<file path="src/rtl/wc_frame_ctrl.sv">
// wc_frame_ctrl: parses the pad word stream into weight/tile loads, launches the
// WC_5_3 core with a completion timeout and serialises its three results to the pads.
module wc_frame_ctrl #(
    parameter int TIMEOUT = 64
) (
    input  logic        clk_i,
    input  logic        rst_i,
    input  logic [9:0]  d_i,
    input  logic        d_vld_i,
    output logic [29:0] core_g_o,
    output logic [49:0] core_d_o,
    output logic        core_start_o,
    input  logic        core_done_i,
    input  logic [29:0] core_y_i,
    output logic [9:0]  z_o,
    output logic        z_vld_o,
    output logic        busy_o,
    output logic        err_o
);
    localparam logic [2:0] IDLE   = 3'd0;
    localparam logic [2:0] LOAD_G = 3'd1;
    localparam logic [2:0] LOAD_D = 3'd2;
    localparam logic [2:0] START  = 3'd3;
    localparam logic [2:0] WAIT   = 3'd4;
    localparam logic [2:0] EMIT   = 3'd5;

    logic [2:0]  st_q, st_d, wcnt_q, wcnt_d;
    logic [9:0]  tcnt_q, tcnt_d, z_q, z_d;
    logic [29:0] g_q, g_d, res_q, res_d;
    logic [49:0] dt_q, dt_d;
    logic        wl_q, wl_d, start_q, zv_q, zv_d, busy_q, err_q, err_d;

    always_comb begin
        st_d   = st_q;
        wcnt_d = wcnt_q;
        tcnt_d = tcnt_q;
        wl_d   = wl_q;
        g_d    = g_q;
        dt_d   = dt_q;
        res_d  = res_q;
        err_d  = err_q;
        z_d    = '0;
        zv_d   = 1'b0;
        case (st_q)
            IDLE: if (d_vld_i) begin
                wcnt_d = '0;
                if (d_i[9:8] == 2'b01) begin
                    st_d = LOAD_G;
                    wl_d = 1'b0;
                end else if (d_i[9:8] == 2'b10) begin
                    st_d  = wl_q ? LOAD_D : IDLE;
                    err_d = err_q | ~wl_q;
                end
            end
            LOAD_G: if (d_vld_i) begin
                for (int i = 0; i < 3; i++)
                    if (wcnt_q == 3'(i)) g_d[i*10 +: 10] = d_i;
                wcnt_d = wcnt_q + 3'd1;
                if (wcnt_q == 3'd2) begin
                    wl_d = 1'b1;
                    st_d = IDLE;
                end
            end
            LOAD_D: if (d_vld_i) begin
                for (int i = 0; i < 5; i++)
                    if (wcnt_q == 3'(i)) dt_d[i*10 +: 10] = d_i;
                wcnt_d = wcnt_q + 3'd1;
                if (wcnt_q == 3'd4) st_d = START;
            end
            START: begin
                tcnt_d = '0;
                st_d   = WAIT;
            end
            WAIT: if (core_done_i) begin
                // y0 is launched straight from core_y so it appears the cycle EMIT starts
                res_d  = core_y_i;
                wcnt_d = '0;
                z_d    = core_y_i[9:0];
                zv_d   = 1'b1;
                st_d   = EMIT;
            end else if (tcnt_q == 10'(TIMEOUT - 1)) begin
                err_d = 1'b1;
                st_d  = IDLE;
            end else begin
                tcnt_d = tcnt_q + 10'd1;
            end
            EMIT: begin
                wcnt_d = wcnt_q + 3'd1;
                st_d   = (wcnt_q == 3'd2) ? IDLE : EMIT;
                zv_d   = wcnt_q != 3'd2;
                z_d    = (wcnt_q == 3'd2) ? 10'd0 : (wcnt_q == 3'd0) ? res_q[19:10] : res_q[29:20];
            end
            default: st_d = IDLE;
        endcase
        if (d_vld_i && (st_q == START || st_q == WAIT || st_q == EMIT)) err_d = 1'b1;
    end

    always_ff @(posedge clk_i or posedge rst_i) begin
        if (rst_i) begin
            st_q    <= IDLE;
            wcnt_q  <= '0;
            tcnt_q  <= '0;
            wl_q    <= 1'b0;
            g_q     <= '0;
            dt_q    <= '0;
            res_q   <= '0;
            start_q <= 1'b0;
            z_q     <= '0;
            zv_q    <= 1'b0;
            busy_q  <= 1'b0;
            err_q   <= 1'b0;
        end else begin
            st_q    <= st_d;
            wcnt_q  <= wcnt_d;
            tcnt_q  <= tcnt_d;
            wl_q    <= wl_d;
            g_q     <= g_d;
            dt_q    <= dt_d;
            res_q   <= res_d;
            start_q <= st_d == START;
            z_q     <= z_d;
            zv_q    <= zv_d;
            busy_q  <= st_d != IDLE;
            err_q   <= err_d;
        end
    end

    assign core_g_o     = g_q;
    assign core_d_o     = dt_q;
    assign core_start_o = start_q;
    assign z_o          = z_q;
    assign z_vld_o      = zv_q;
    assign busy_o       = busy_q;
    assign err_o        = err_q;
endmodule
</file>
<file path="config.mk">
export PLATFORM = sky130hd
export DESIGN_NAME = wc_frame_ctrl
export DESIGN_NICKNAME = d
export VERILOG_FILES = /design/src/rtl/wc_frame_ctrl.sv
export SDC_FILE = /design/constraint.sdc
export NUM_CORES = 1
export LEC_CHECK = 0
export BUFFER_PORTS_ARGS = -buffer_cell sky130_fd_sc_hd__buf_2
export CORE_MARGIN = 5
export CORE_UTILIZATION = 40
export CTS_CLUSTER_SIZE = 20
export DETAILED_ROUTE_END_ITERATION = 8
export HOLD_SLACK_MARGIN = 0.06
export SETUP_SLACK_MARGIN = 0.4
export SLEW_MARGIN = 20
export SYNTH_ARGS = -nofsm -noshare
export SYNTH_HDL_FRONTEND = slang
export SYNTH_SLANG_ARGS = --single-unit
</file>
<file path="constraint.sdc">
create_clock -name clk_i -period 4.4 [get_ports clk_i]
set_clock_uncertainty 0.05 [all_clocks]
set_input_delay 0.44 -clock clk_i [delete_from_list [all_inputs] [get_ports clk_i]]
set_output_delay 0.44 -clock clk_i [all_outputs]
set_load 0.02 [all_outputs]
</file>
==> results.ini <==
[outcome]
outcome = complete, no violations

[synth]
synth_cell_type_count = 44
synth_fa_ha_area_share_pct = 1.41
synth_compound_area_share_pct = 5.12
syn-cell-area_mm2 = 0.00533
yosysSeqAreaShare_pct = 61.5
synth_top_area_cell = dfrtp_1
synthSimpleGateAreaFrac_pct = 7.47
synth_fp_nets = 438
postSynthAreaPerCell_um2 = 13.7
synth_cells = 388
synthXorXnorAreaFrac_pct = 0.164
synthMuxAreaShare_pct = 22.3
synth_top_family_by_area = multiplexers
synthTopCellsByArea = dfrtp_1 (62%), mux2_2 (20%), o21ai_0 (2.3%)
synth-warning-count = 0
synth.top_cell.area_share_pct = 61.5
synth_seq_cells = 131

[routing]
wl_um = 12200
detail-route-antenna-nets = 0
routedWlPerCell_um = 17.0
drt_drc_violations_left = 0
dr.pass1.iters = 4
vias = 3571
drt_iter0_markers = 160
viasPerCell = 4.99

[flow_run]
cap_violations = 0

[sta]
finalMaxSlewViolations = 0
max_slew_margin_pct = 34.0
post-route-min-period_ps = 2380
fin_crit_sh_pct = 54.0
finalSetupTns_ps = 0
finalSetupViolCount = 0
rsz0062_at_grt = false
tightest_slew_ps = 965
clock.fmax_mhz = 421
finalHoldViolCount = 0

[layout]
layout_commonest_cell = buf_2
nets = 581
fin_util_pct = 51.3
area_growth_pct = 26.4
mostFrequentLayoutCells = buf_2 (137), dfrtp_1 (131), mux2_2 (95)
n_antenna_cell = 0
drive_above_1_share_pct = 49.8

[clocking]
post_cts_resized = 0
hold_buffers = 0
cts_max_path_buffers = 2
numClockSinks = 131
post_cts.repair.setup_buffers = 0
cts_tree = built
cts_buffers = 17
clockRootBuffer = clkbuf_16
insertion_delay_ps = 410
cts.htree.levels = 4
clkTransAtPathRegs_ps = 50

[die]
die_h_um = 125
start_util_pct = 40.6
die_width_um = 125
num_rows = 42
coreArea_mm2 = 0.0131
ios = 138
die-area_mm2 = 0.0157

[critical_path]
cp_top_family = simple AND/OR/NAND/NOR gates
end_kind = flip-flop
crit_arrival_ps = 2610
crit_fanout = 17
critical_path_required_ps = 4640
max_stage_delay_ps = 640
path_buf_inv = 0
crit_path_top_delay_cell = nand3_1
cp-start-kind = flip-flop
critical_path_class = flip-flop to flip-flop
path_cells = nor3b_1 -> nand3_1 -> mux2_2

[global_routing]
grt.total_usage_pct = 16.2
grt_max_degree = 66
grt.overflow.total = 0
antenna_found_initial = 0
grt_util_met3_pct = 5.25
first_global_vias = 3710
grt_use_met2_pct = 25.5
grt.busiest_layer = met2
grt_pass1_wl_um = 19700
grt_use_met1_pct = 20.5

[min_path]
hold_class = input pin to asynchronous set/reset pin

[power_and_ir_drop]
leakage_nw = 3.47
power.density_mw_per_mm2 = 639
peakVddDrop_mv = 0.287

[placed_design]
portBuffers = 137
dp_hpwl_um = 8580
place.gp.congestion = 0.798

[through the flow]
step / worst slack (ps) / hold WS (ps) / cell area, um2 / power, mW / instances
6_report: 2020 / 139 / 6730 / 4.30 / 716
5_1_grt: 1850 / 176 / 6730 / 4.55 / 716
4_1_cts: 1910 / 143 / 6730 / 4.36 / 716
3_5_place_dp: 1910 / 416 / 6190 / 3.04 / 688
3_3_place_gp: 2010 / 408 / 6190 / 3.01 / 688
2_1_floorplan: 412 / 405 / 5330 / 2.62 / 388
[synth_stat cells, drive strengths merged]
cell and count:
or2b 1, a21oi 2, o311ai 1, and4bb 1
a31oi 1, nand3b 1, o31ai 4, nor2 8
nor4 3, a41oi 2, nor3b 2, and3 1
and3b 1, a22oi 1, buf 6, o21ai 25
clkbuf 12, or4 2, a2111oi 1, dfrtp 131
mux2i 12, or3b 1, a2111o 1, mux2 95
nor2b 4, nor3 4, ha 6, a21o 3
nor4b 1, inv 7, xnor2 1, or4b 2
a32o 1, nand4 1, and2 1, or3 3
nand2 29, nand3 8, o211ai 2
[metal layers]
metal / part of all wire, % / wire length (um)
met1: 44 / 5340
met2: 50 / 6040
met3: 4.6 / 556
met4: 1.8 / 216
met5: 0 / 0
[final timing paths]
| kind | startpoint | to | slack [ps] | cells past startpoint |
|---|---|---|---|---|
| setup / recovery | st_q[0] | core_g_o[25] | 2020 | 3 |
| hold / removal | rst_i | core_d_o[37] | 140 | 2 |
| setup reg to reg | st_q[0] | core_g_o[25] | 2020 | 3 |
| hold reg to reg | core_g_o[28] | core_g_o[28] | 420 | 2 |
| max in group asynchronous | rst_i | core_g_o[25] | 3130 | 3 |
| min in group clk_i | core_y_i[9] | z_o[9] | 190 | 3 |
[layout make-up]
type                            instances  area [um2]
Clock buffer                           22         454
Fill cell                            1214        6400
Inverter                                7        28.8
Multi-Input combinational cell        232        1950
Clock inverter                          6        83.8
Tap cell                              176         220
Sequential cell                       131        3280
Timing Repair Buffer                  142         723
[where the power goes]
group / switching (mW) / internal, mW / leakage (nW)
registers: 0.206 / 1.55 / 1.71
clock network: 0.470 / 0.832 / 0.266
logic: 0.687 / 0.558 / 1.50
total: 1.36 / 2.94 / 3.47
[sequential cells by signal, indices dropped and copies added, names as in the netlist]
signal and cells:
wl_q 1, tcnt_q 10, err_o 1, busy_o 1, core_g_o 30, z_o 10, core_start_o 1, res_q 20
z_vld_o 1, wcnt_q 3, core_d_o 50, st_q 3
[logic make-up after synthesis]
group,Yosys count
and+or+nand+nor,74
muxes,107
xor gates and xnor gates,1
buffers and inverters,25
AOI/OAI and AO/OA,44
DFF,131
adders and majority gates,6
No activity file was read; power rests on OpenSTA's default activity.
